$ cat config.mk
export PLATFORM = sky130hd
export DESIGN_NAME = fft_output_serializer
export DESIGN_NICKNAME = d
export VERILOG_FILES = /design/src/rtl/fft_output_serializer.sv
export SDC_FILE = /design/constraint.sdc
export NUM_CORES = 1
export LEC_CHECK = 0
export CORE_MARGIN = 1.5
export CORE_UTILIZATION = 30
export DETAILED_ROUTE_END_ITERATION = 8
export PLACE_DENSITY = 0.48
export SYNTH_ARGS = -nofsm -noshare
export SYNTH_HDL_FRONTEND = slang
export SYNTH_SLANG_ARGS = --single-unit
$ cat constraint.sdc
create_clock -name clk -period 15.32 [get_ports clk]
set_clock_uncertainty 0.1 [all_clocks]
set_input_delay 3.064 -clock clk [delete_from_list [all_inputs] [get_ports clk]]
set_output_delay 3.064 -clock clk [all_outputs]
set_load 0.02 [all_outputs]
$ cat src/rtl/fft_output_serializer.sv
// Ping/pong frame buffer that turns one 4-bin complex FFT result per strobe into a
// valid/ready stream of single samples, bin 0 first, with sticky drop detection.
module fft_output_serializer #(
    parameter int DATA_W = 16
) (
    input  logic              clk,
    input  logic              rst,
    input  logic              in_valid,
    input  logic [DATA_W-1:0] in_real0,
    input  logic [DATA_W-1:0] in_real1,
    input  logic [DATA_W-1:0] in_real2,
    input  logic [DATA_W-1:0] in_real3,
    input  logic [DATA_W-1:0] in_imag0,
    input  logic [DATA_W-1:0] in_imag1,
    input  logic [DATA_W-1:0] in_imag2,
    input  logic [DATA_W-1:0] in_imag3,
    input  logic              out_ready,
    input  logic              clr_overflow,
    output logic              out_valid,
    output logic [DATA_W-1:0] out_real,
    output logic [DATA_W-1:0] out_imag,
    output logic [1:0]        out_index,
    output logic              out_last,
    output logic              overflow,
    output logic [7:0]        frame_count,
    output logic              fsm_state
);

    // Output handshake: a sample moves on a rising edge where out_valid and
    // out_ready are both 1; while out_ready is 0 every output field holds.
    typedef enum logic {
        IDLE   = 1'b0,
        STREAM = 1'b1
    } state_t;

    state_t            state, state_next;
    logic [DATA_W-1:0] slot_real [2][4];
    logic [DATA_W-1:0] slot_imag [2][4];
    logic [1:0]        full, full_next;
    logic              wr_ptr, rd_ptr;
    logic [1:0]        rd_idx;
    logic              xfer, last_xfer, capture, drop;

    always_comb begin
        xfer      = (state == STREAM) && out_ready;
        last_xfer = xfer && (rd_idx == 2'd3);
        // A full write slot is only reusable when it is the slot being freed this edge.
        capture   = in_valid && (!full[wr_ptr] || (last_xfer && (wr_ptr == rd_ptr)));
        drop      = in_valid && !capture;
        full_next = full;
        if (last_xfer) full_next[rd_ptr] = 1'b0;
        if (capture)   full_next[wr_ptr] = 1'b1;
    end

    always_comb begin
        state_next = state;
        case (state)
            IDLE:    if (capture) state_next = STREAM;
            STREAM:  if (last_xfer && !full_next[~rd_ptr]) state_next = IDLE;
            default: state_next = IDLE;
        endcase
    end

    always_ff @(posedge clk) begin
        if (rst) begin
            state       <= IDLE;
            full        <= 2'b00;
            wr_ptr      <= 1'b0;
            rd_ptr      <= 1'b0;
            rd_idx      <= 2'd0;
            overflow    <= 1'b0;
            frame_count <= 8'd0;
        end else begin
            state <= state_next;
            full  <= full_next;
            if (capture) wr_ptr <= ~wr_ptr;
            if (xfer) begin
                rd_idx <= rd_idx + 2'd1;
                if (last_xfer) begin
                    rd_ptr      <= ~rd_ptr;
                    frame_count <= frame_count + 8'd1;
                end
            end
            if (drop)              overflow <= 1'b1;
            else if (clr_overflow) overflow <= 1'b0;
        end
    end

    always_ff @(posedge clk) begin
        if (!rst && capture) begin
            slot_real[wr_ptr][0] <= in_real0;
            slot_real[wr_ptr][1] <= in_real1;
            slot_real[wr_ptr][2] <= in_real2;
            slot_real[wr_ptr][3] <= in_real3;
            slot_imag[wr_ptr][0] <= in_imag0;
            slot_imag[wr_ptr][1] <= in_imag1;
            slot_imag[wr_ptr][2] <= in_imag2;
            slot_imag[wr_ptr][3] <= in_imag3;
        end
    end

    assign out_valid = (state == STREAM);
    assign out_real  = out_valid ? slot_real[rd_ptr][rd_idx] : '0;
    assign out_imag  = out_valid ? slot_imag[rd_ptr][rd_idx] : '0;
    assign out_index = rd_idx;
    assign out_last  = out_valid && (rd_idx == 2'd3);
    assign fsm_state = state;

endmodule

==> impl_metrics.py, run 1 <==
metrics = {
    "clock_network": {
        "h-tree-depth": 1,
        "cts_tree": "done",
        "cts_made_buffers": 31,
        "cts_resized": 0,
        "clkLatencyLatePin_ns": 0.54,
        "root_buffer": "clkbuf_16",
        "cts.sinks": 273,
        "cts_hold_buf": 0,
        "post-cts-setup-buffers": 0,
        "clkTransAtPathRegs_ns": 0.06,
        "clockBufferDepth": 3,
    },
    "synthesis": {
        "synth_nets": 599,
        "synth_seq_area_share_pct": 77.6,
        "ys_ff_latch": 273,
        "synth.distinct_cells": 38,
        "yosys.area.top_type": "edfxtp_1",
        "synth_top_area_share_pct": 74.3,
        "synth_edf_count": 256,
        "yosys_warnings": 0,
        "avgSynthCellArea_um2": 22.3,
        "synth_cells": 464,
        "synth_area_leaders": "edfxtp_1, mux4_2, dfxtp_1, a22o_1, buf_6",
        "yosys_most_used_dff": "edfxtp_1",
        "ys_async_sr_fraction_pct": 0,
        "syn_area_um2": 10300,
    },
    "detailed_routing": {
        "drc": 0,
        "antenna_left": 0,
        "drt_first_iter_violations": 379,
        "finalWirelength_mm": 22.9,
        "wl_per_cell_um": 20.2,
        "viasPerCell": 4.68,
        "vias": 5299,
        "drt_first_pass_iters": 4,
    },
    "timing": {
        "slew_violations": 0,
        "tightest_slew_ns": 1.05,
        "period_share_pct": 43.6,
        "whs_ns": 0.406,
        "hold_viol_final": 0,
        "fin_tns_setup_ns": 0,
        "max_slew_margin_pct": 30.3,
        "setup_viol": 0,
        "rsz0062_at_grt": "no",
        "fmax_ghz": 0.150,
        "timing.final.crit_period_ns": 6.68,
    },
    "pwr": {
        "p_switching_w": 0.000351,
        "pwr-share-comb_pct": 7.1,
        "power_leakage_nw": 4.31,
        "p_int_w": 0.00135,
        "power.density_nw_per_um2": 125,
        "pwr-share-seq_pct": 50.4,
        "ir_drop_v": 0.0000928,
        "p_sw_share_pct": 20.6,
        "clkPwrFrac_pct": 42.5,
    },
    "placement": {
        "place.port_buffers": 178,
        "dpl_cell_area_um2": 12600,
        "place_inst": 1070,
        "dpl.hpwl_mm": 14.2,
        "globalplace.congestion": 0.711,
    },
    "setup_path": {
        "cp.arrival_ns": 3.52,
        "max_stage_delay_ns": 0.89,
        "crit_chain": "buf_4 > mux4_2 > a22o_1 > clkdlybuf4s50_1",
        "path_class": "reg -> out",
        "startpoint_type": "register",
        "crit_buf_inv": 2,
        "critPathTopFamily": "buffers and inverters",
        "crit_slowest_cell": "dfxtp_4",
        "critPathRequiredTime_ns": 12.16,
        "endpoint_kind": "output pin",
        "timing.rr.start": "out_index[0]",
        "crit_fanout": 36,
    },
    "floorplanning": {
        "fp.dieH_um": 189,
        "initial_utilization_pct": 30.7,
        "rows": 67,
        "dieArea_um2": 35600,
        "die_width_um": 189,
        "core_um2": 33700,
        "num_io_pins": 179,
    },
    "cells_and_area": {
        "nFillCells": 3039,
        "fin_area_um2": 13600,
        "final_net_count": 790,
        "final_util_pct": 40.4,
        "stdcell_count": 1133,
        "layout-drive-gt1-share_pct": 18.6,
        "syn2layout_area_growth_pct": 31.8,
    },
    "global_routing": {
        "grt_usage_pct": 12.9,
        "antenna_found_initial": 8,
        "grt_max_degree": 72,
        "grt_pass1_wl_mm": 34.6,
        "grt_pass1_vias": 5800,
        "overflow": 0,
    },
    "min_path": {
        "hold_path.class": "reg -> reg",
        "hold_path.startpoint": "overflow",
    },
    "run": {
        "maxCapViolations": 0,
    },
    "outcome": {
        "status": "finished clean",
    },
}
-- cell type report --
type / instances / area (µm²) / area share [%]
diodes: 6 / 15.0 / 0.110
repair buffers: 184 / 1830 / 13.4
multi-input cells: 161 / 2160 / 15.8
flip-flops and latches: 273 / 8040 / 59.0
clock inverters: 22 / 223 / 1.63
inverters: 4 / 15.0 / 0.110
clock buffers: 35 / 791 / 5.80
well taps: 448 / 561 / 4.11
-- cell families (layout without fill, tap and decap cells) --
group / after synthesis / after routing / synth area share, %
compound gates: 50 / 50 / 3.88
fa+ha+maj: 2 / 2 / 0.242
buf+inv: 30 / 245 / 1.68
mux: 67 / 67 / 14.3
simple gates: 39 / 39 / 2.05
other cells: 0 / 6 / 0
flops: 273 / 273 / 77.6
xor+xnor: 3 / 3 / 0.254
-- power by group through the flow --
stage | sequential, W | clock (W) | combinational (W)
after floorplan | 0.000874 | 0 | 0.0000547
after global placement | 0.000871 | 0 | 0.000120
after detailed placement | 0.000873 | 0 | 0.000123
after CTS | 0.000857 | 0.000746 | 0.000123
after global routing | 0.000859 | 0.000771 | 0.000129
final | 0.000857 | 0.000723 | 0.000120
-- layout by cell type, fill, tap and decap left out, drive strengths merged, types with 8 or more instances in the layout --
cell / instances
clkinv: 15
a21oi: 8
dfxtp: 17
clkbuf: 35
mux4: 64
nand2: 8
clkdlybuf4s50: 178
a22o: 32
nor2: 8
edfxtp: 256
-- sequential cells by signal (all words and copies together) (netlist names), named ones only --
name / cells
fsm_state: 1
full: 2
rd_ptr: 1
overflow: 1
out_index: 2
wr_ptr: 1
frame_count: 8
slot_imag: 128
slot_real: 128
-- final timing paths --
check	to	slack [ns]	depth (start not counted)
setup / recovery	out_imag[11]	8.64	4
hold reg to reg	overflow	0.41	2
hold / removal	overflow	0.41	2
setup reg to reg	slot_imag[0][34]	10.77	7
-- worst register-to-register path, cell delays in order, from the launching register on --
cell and delay (ns):
dfxtp_4 0.73, buf_4 0.58, ha_1 0.36, nand4b_1 0.28
a22oi_1 0.30, nor3b_2 0.21, buf_4 0.79, buf_4 0.80
-- cell usage after synthesis, drive strengths merged (3+ instances only) --
master and count:
edfxtp 256, mux4 64, a22o 32, dfxtp 17, buf 15, clkbuf 11, a21oi 8, nand2 8
nor2 8, nand3 5, inv 4, nor2b 4, and2 3
-- stage by stage --
stage	setup WS (ns)	total power (W)
6_report	8.64	0.00170
5_1_grt	8.32	0.00176
4_1_cts	8.47	0.00173
3_5_place_dp	8.68	0.000995
3_3_place_gp	8.83	0.000991
2_1_floorplan	1.65	0.000929
-- layer usage --
layer	track usage (%)	share of wire (%)	routed length (µm)	up-vias
met3	4.62	8.1	1850	42
met4	3.27	2.6	594	4
met5	0	0.12	27	-
met2	21.1	47	10800	168
met1	16.2	42	9610	2722
li1	-	-	-	2363
No activity file was read; power rests on OpenSTA's default activity.
==> inputs of run 2 (changes only) <==
--- a/config.mk
+++ b/config.mk
@@ -8,7 +8,7 @@
 export CORE_MARGIN = 1.5
 export CORE_UTILIZATION = 30
 export DETAILED_ROUTE_END_ITERATION = 8
-export PLACE_DENSITY = 0.48
+export PLACE_DENSITY = 0.5
 export SYNTH_ARGS = -nofsm -noshare
 export SYNTH_HDL_FRONTEND = slang
 export SYNTH_SLANG_ARGS = --single-unit
==> constraint.sdc (replaced) <==
create_clock -name clk -period 6 [get_ports clk]
set_clock_uncertainty 0.1 [all_clocks]
set_input_delay 1.2 -clock clk [delete_from_list [all_inputs] [get_ports clk]]
set_output_delay 1.2 -clock clk [all_outputs]
set_load 0.02 [all_outputs]
==> impl_metrics.py, run 2 (synthesis gave the netlist of run 1 again) <==
metrics = {
    "outcome": {
        "status": "finished clean",
    },
    "global_routing": {
        "grt_pass1_wl_mm": 34.6,
        "grt_pass1_vias": 5962,
        "antenna_found_initial": 7,
        "grt_max_degree": 129,
        "overflow": 0,
        "grt_usage_pct": 12.6,
    },
    "clock_network": {
        "h-tree-depth": 1,
        "cts_resized": 0,
        "clockBufferDepth": 3,
        "cts.sinks": 273,
        "clkTransAtPathRegs_ns": 0.06,
        "cts_hold_buf": 0,
        "cts_made_buffers": 29,
        "root_buffer": "clkbuf_16",
        "cts_tree": "done",
        "clkLatencyLatePin_ns": 0.54,
        "post-cts-setup-buffers": 0,
    },
    "cells_and_area": {
        "layout_common_cells": "edfxtp_1, clkdlybuf4s50_1, mux4_2, a22o_1, clkbuf_16",
        "layout-drive-gt1-share_pct": 16.9,
        "syn2layout_area_growth_pct": 30.2,
        "mostFrequentLayoutCell": "edfxtp_1",
        "top_regs": "slot_imag x128, slot_real x128, frame_count x8",
        "nFillCells": 3060,
        "final_net_count": 787,
    },
    "timing": {
        "tightest_slew_ns": 1.05,
        "fin_tns_setup_ns": 0,
        "setup_viol": 0,
        "hold_viol_final": 0,
        "rsz0062_at_grt": "no",
        "max_slew_margin_pct": 29.8,
        "fmax_ghz": 0.219,
        "slew_violations": 0,
        "timing.final.crit_period_ns": 4.57,
        "period_share_pct": 76.2,
        "setup_slack_ns": 1.43,
    },
    "min_path": {
        "hold_path.class": "reg -> reg",
        "hold_path.startpoint": "overflow",
        "min_to": "overflow",
        "whs_path_depth": 2,
    },
    "detailed_routing": {
        "viasPerCell": 4.71,
        "finalWirelength_mm": 22.2,
        "wl_per_cell_um": 19.8,
        "drc": 0,
        "drt_first_iter_violations": 363,
        "antenna_left": 0,
        "drt_first_pass_iters": 4,
        "vias": 5284,
    },
    "setup_path": {
        "max_stage_delay_ns": 0.87,
        "r2r_cells": 5,
        "endpoint_kind": "output pin",
        "path_class": "reg -> out",
        "critPathRequiredTime_ns": 4.70,
        "crit_fanout": 38,
        "crit_chain": "buf_4 > mux4_2 > a22o_1 > clkdlybuf4s50_1",
        "startpoint_type": "register",
        "crit_buf_inv": 2,
        "timing.rr.start": "out_index[0]",
        "crit_slowest_cell": "dfxtp_4",
        "r2r_setup_slack_ns": 2.46,
        "cp.arrival_ns": 3.27,
        "critPathTopFamily": "buffers and inverters",
        "r2r-end": "slot_real[0][1]",
    },
    "floorplanning": {
        "core_um2": 33700,
        "num_io_pins": 179,
        "die_width_um": 189,
        "dieArea_um2": 35600,
        "rows": 67,
        "fp.dieH_um": 189,
        "initial_utilization_pct": 30.7,
    },
    "placement": {
        "globalplace.congestion": 0.760,
        "dpl.hpwl_mm": 13.3,
        "place.port_buffers": 178,
        "dp_slack_ns": 1.87,
    },
    "pwr": {
        "power.density_nw_per_um2": 304,
        "power_leakage_nw": 4.22,
        "ir_drop_v": 0.000269,
    },
    "run": {
        "maxCapViolations": 0,
    },
}
## run 2: cell count changes in the layout (fill, tap and decap cells not counted), sizes merged
cell / delta
buf: -1
clkinv: -4
inv: -1
diode: -3
bufinv: -3
## run 2: routing by layer
metal / up-vias / share of wire [%] / routed length [µm] / track usage [%]
met5: - / 0.19 / 43 / 0
met4: 8 / 2.7 / 595 / 3.24
met3: 56 / 8.5 / 1900 / 4.67
met2: 175 / 48 / 10600 / 20.8
met1: 2690 / 41 / 9050 / 15.6
li1: 2355 / - / - / -
## run 2: worst max path at each step
stage	startpoint	slack, ns	to	cells past startpoint
finish	register	1.43	out_imag[11]	4
global route	register	1.15	out_imag[11]	4
CTS	register	1.28	out_imag[11]	4
detailed placement	register	1.87	out_imag[11]	4
global placement	register	1.88	out_real[1]	4
floorplan	out_ready	0.58	slot_imag[0][0]	3
## run 2: power by group
part	switching [W]	internal (W)	leakage (nW)
clock network	0.000684	0.000916	0.405
registers	0.0000337	0.00216	2.48
logic	0.000129	0.000169	1.33
## run 2: through the flow
stage | power, W | cell area (µm²) | hold slack (ns) | util, % | cells
6_report | 0.00409 | 13500 | 0.396 | 40.0 | 1121
3_3_place_gp | 0.00253 | 12600 | 0.363 | 37.4 | 1069
2_1_floorplan | 0.00236 | 10400 | 0.354 | - | 464
5_1_grt | 0.00426 | 13500 | 0.427 | 39.9 | 1118
3_5_place_dp | 0.00254 | 12600 | 0.391 | 37.4 | 1069
4_1_cts | 0.00416 | 13500 | 0.399 | 39.9 | 1118
## run 2: layout make-up
class / count / area, µm² / share of cell area (%)
flip-flops and latches: 273 / 8040 / 59.7
multi-input cells: 161 / 2160 / 16.1
repair buffers: 183 / 1840 / 13.7
clock buffers: 35 / 748 / 5.56
well taps: 448 / 561 / 4.16
clock inverters: 14 / 90.1 / 0.669
inverters: 4 / 15.0 / 0.112
diodes: 3 / 7.51 / 0.0558
## run 2: worst register-to-register path: stages, from the launching register on
cell	delay [ns]
dfxtp_4	1.02
ha_1	0.41
nand4b_1	0.29
a22oi_1	0.30
nor3b_4	0.27
buf_12	0.41
==> inputs of run 3 (changes only) <==
==> constraint.sdc (replaced) <==
create_clock -name clk -period 4 [get_ports clk]
set_clock_uncertainty 0.1 [all_clocks]
set_input_delay 0.8 -clock clk [delete_from_list [all_inputs] [get_ports clk]]
set_output_delay 0.8 -clock clk [all_outputs]
set_load 0.02 [all_outputs]
==> impl_metrics.py, run 3 (synthesis gave the netlist of run 1 again) <==
metrics = {
    "clock_network": {
        "clkLatencyLatePin_ns": 0.54,
        "root_buffer": "clkbuf_16",
        "cts_resized": 0,
        "cts_hold_buf": 0,
        "clkTransAtPathRegs_ns": 0.06,
        "post-cts-setup-buffers": 0,
        "cts_made_buffers": 30,
        "cts_tree": "done",
        "clockBufferDepth": 3,
        "cts.sinks": 273,
        "h-tree-depth": 1,
    },
    "placement": {
        "place_inst": 1076,
        "globalplace.congestion": 0.757,
        "place.port_buffers": 178,
        "dpl.hpwl_mm": 14.4,
    },
    "floorplanning": {
        "initial_utilization_pct": 30.7,
        "core_um2": 33700,
        "rows": 67,
        "die_width_um": 189,
        "num_io_pins": 179,
        "dieArea_um2": 35600,
        "fp.dieH_um": 189,
    },
    "pwr": {
        "pwr-share-seq_pct": 50.7,
        "ir_drop_v": 0.000308,
        "power.density_nw_per_um2": 471,
        "pwr-share-comb_pct": 7.4,
        "clkPwrFrac_pct": 41.9,
        "power_leakage_nw": 4.34,
        "p_int_w": 0.00514,
        "p_switching_w": 0.00132,
        "p_sw_share_pct": 20.4,
    },
    "timing": {
        "slew_violations": 0,
        "period_share_pct": 93.9,
        "tightest_slew_ns": 0.693,
        "timing.final.crit_period_ns": 3.75,
        "setup_viol": 0,
        "fmax_ghz": 0.266,
        "max_slew_margin_pct": 53.8,
        "rsz0062_at_grt": "no",
        "hold_viol_final": 0,
    },
    "cells_and_area": {
        "nFillCells": 2998,
        "antenna_cells": 0,
        "layout-drive-gt1-share_pct": 19.0,
        "top_regs": "slot_imag x128, slot_real x128, frame_count x8",
        "mostFrequentLayoutCell": "edfxtp_1",
        "layout_common_cells": "edfxtp_1, clkdlybuf4s50_1, mux4_2, a22o_1, clkbuf_16",
        "multi_input_area_um2": 2160,
        "final_util_pct": 40.7,
        "final_net_count": 795,
        "syn2layout_area_growth_pct": 32.6,
        "ff_latch_area_um2": 8040,
        "stdcell_count": 1132,
    },
    "setup_path": {
        "cp-startpoint": "fsm_state",
        "cp-endpoint": "out_real[11]",
        "path_class": "reg -> out",
        "critPathRequiredTime_ns": 3.10,
        "timing.rr.start": "out_index[0]",
        "cp.arrival_ns": 2.85,
        "r2r_setup_slack_ns": 1.00,
        "startpoint_type": "register",
        "r2r-end": "slot_imag[0][36]",
        "crit_fanout": 23,
        "r2r_cells": 6,
        "endpoint_kind": "output pin",
    },
    "detailed_routing": {
        "drt-met1-wl_mm": 9.15,
        "vias": 5320,
        "dr_wl_met2_mm": 10.9,
        "antenna_left": 0,
        "drt_first_pass_iters": 4,
        "drt_first_iter_violations": 271,
        "finalWirelength_mm": 22.2,
        "highest_layer": "met5",
        "wl_met3_mm": 1.66,
        "viasPerCell": 4.70,
        "drc": 0,
        "wl_per_cell_um": 19.6,
    },
    "global_routing": {
        "grt_usage_pct": 12.5,
        "grt_max_degree": 75,
        "grt_pass1_vias": 5982,
        "antenna_found_initial": 3,
        "grt_pass1_wl_mm": 34.1,
        "overflow": 0,
    },
    "run": {
        "maxCapViolations": 0,
    },
    "outcome": {
        "status": "finished clean",
    },
    "min_path": {
        "hold_path.class": "reg -> reg",
    },
}
==> run 3: worst min path at each step <==
stage	cells past startpoint	end	slack (ns)	start
5_1_grt	2	frame_count[7]	0.42	frame_count[7]
3_5_place_dp	2	full[0]	0.38	full[0]
4_1_cts	2	frame_count[7]	0.38	frame_count[7]
6_report	2	frame_count[7]	0.39	frame_count[7]
3_3_place_gp	2	frame_count[7]	0.36	frame_count[7]
2_1_floorplan	2	full[0]	0.35	full[0]
==> run 3: per-layer routing <==
metal	track usage [%]	vias up
met5	0	-
met4	3.05	6
met3	3.99	35
met2	21.4	172
met1	15.2	2742
li1	-	2365
==> run 3: area by class of cell <==
class                           count  area share, %
Inverter                            4          0.109
Timing Repair Buffer              190           14.3
Clock inverter                     18           1.47
Clock buffer                       38           5.69
Tap cell                          448           4.09
Sequential cell                   273           58.6
Multi-Input combinational cell    161           15.8
==> run 3: per-stage QoR <==
step	power, W	setup TNS (ns)	hold WS, ns	instance area (µm²)	worst slack [ns]
finish	0.00646	0	0.388	13700	0.245
detailed placement	0.00382	0	0.378	12700	0.812
global placement	0.00381	0	0.365	12700	0.892
global route	0.00670	0	0.418	13700	0.0415
CTS	0.00657	0	0.385	13700	0.197
floorplan	0.00354	-130.26	0.354	10400	-1.02
==> run 3: power groups by stage <==
| stage | Clock (W) | Sequential [W] | Combinational (W) |
|---|---|---|---|
| 2_1_floorplan | 0 | 0.00333 | 0.000212 |
| 3_3_place_gp | 0 | 0.00333 | 0.000478 |
| 3_5_place_dp | 0 | 0.00334 | 0.000485 |
| 4_1_cts | 0.00280 | 0.00328 | 0.000488 |
| 5_1_grt | 0.00290 | 0.00328 | 0.000512 |
| 6_report | 0.00270 | 0.00328 | 0.000477 |
==> run 3: worst max-delay path, stage by stage, from the launching register on <==
cell	delay (ns)
dfxtp_1	0.54
and2_2	0.67
buf_4	0.30
a22o_1	0.17
clkdlybuf4s50_1	0.61
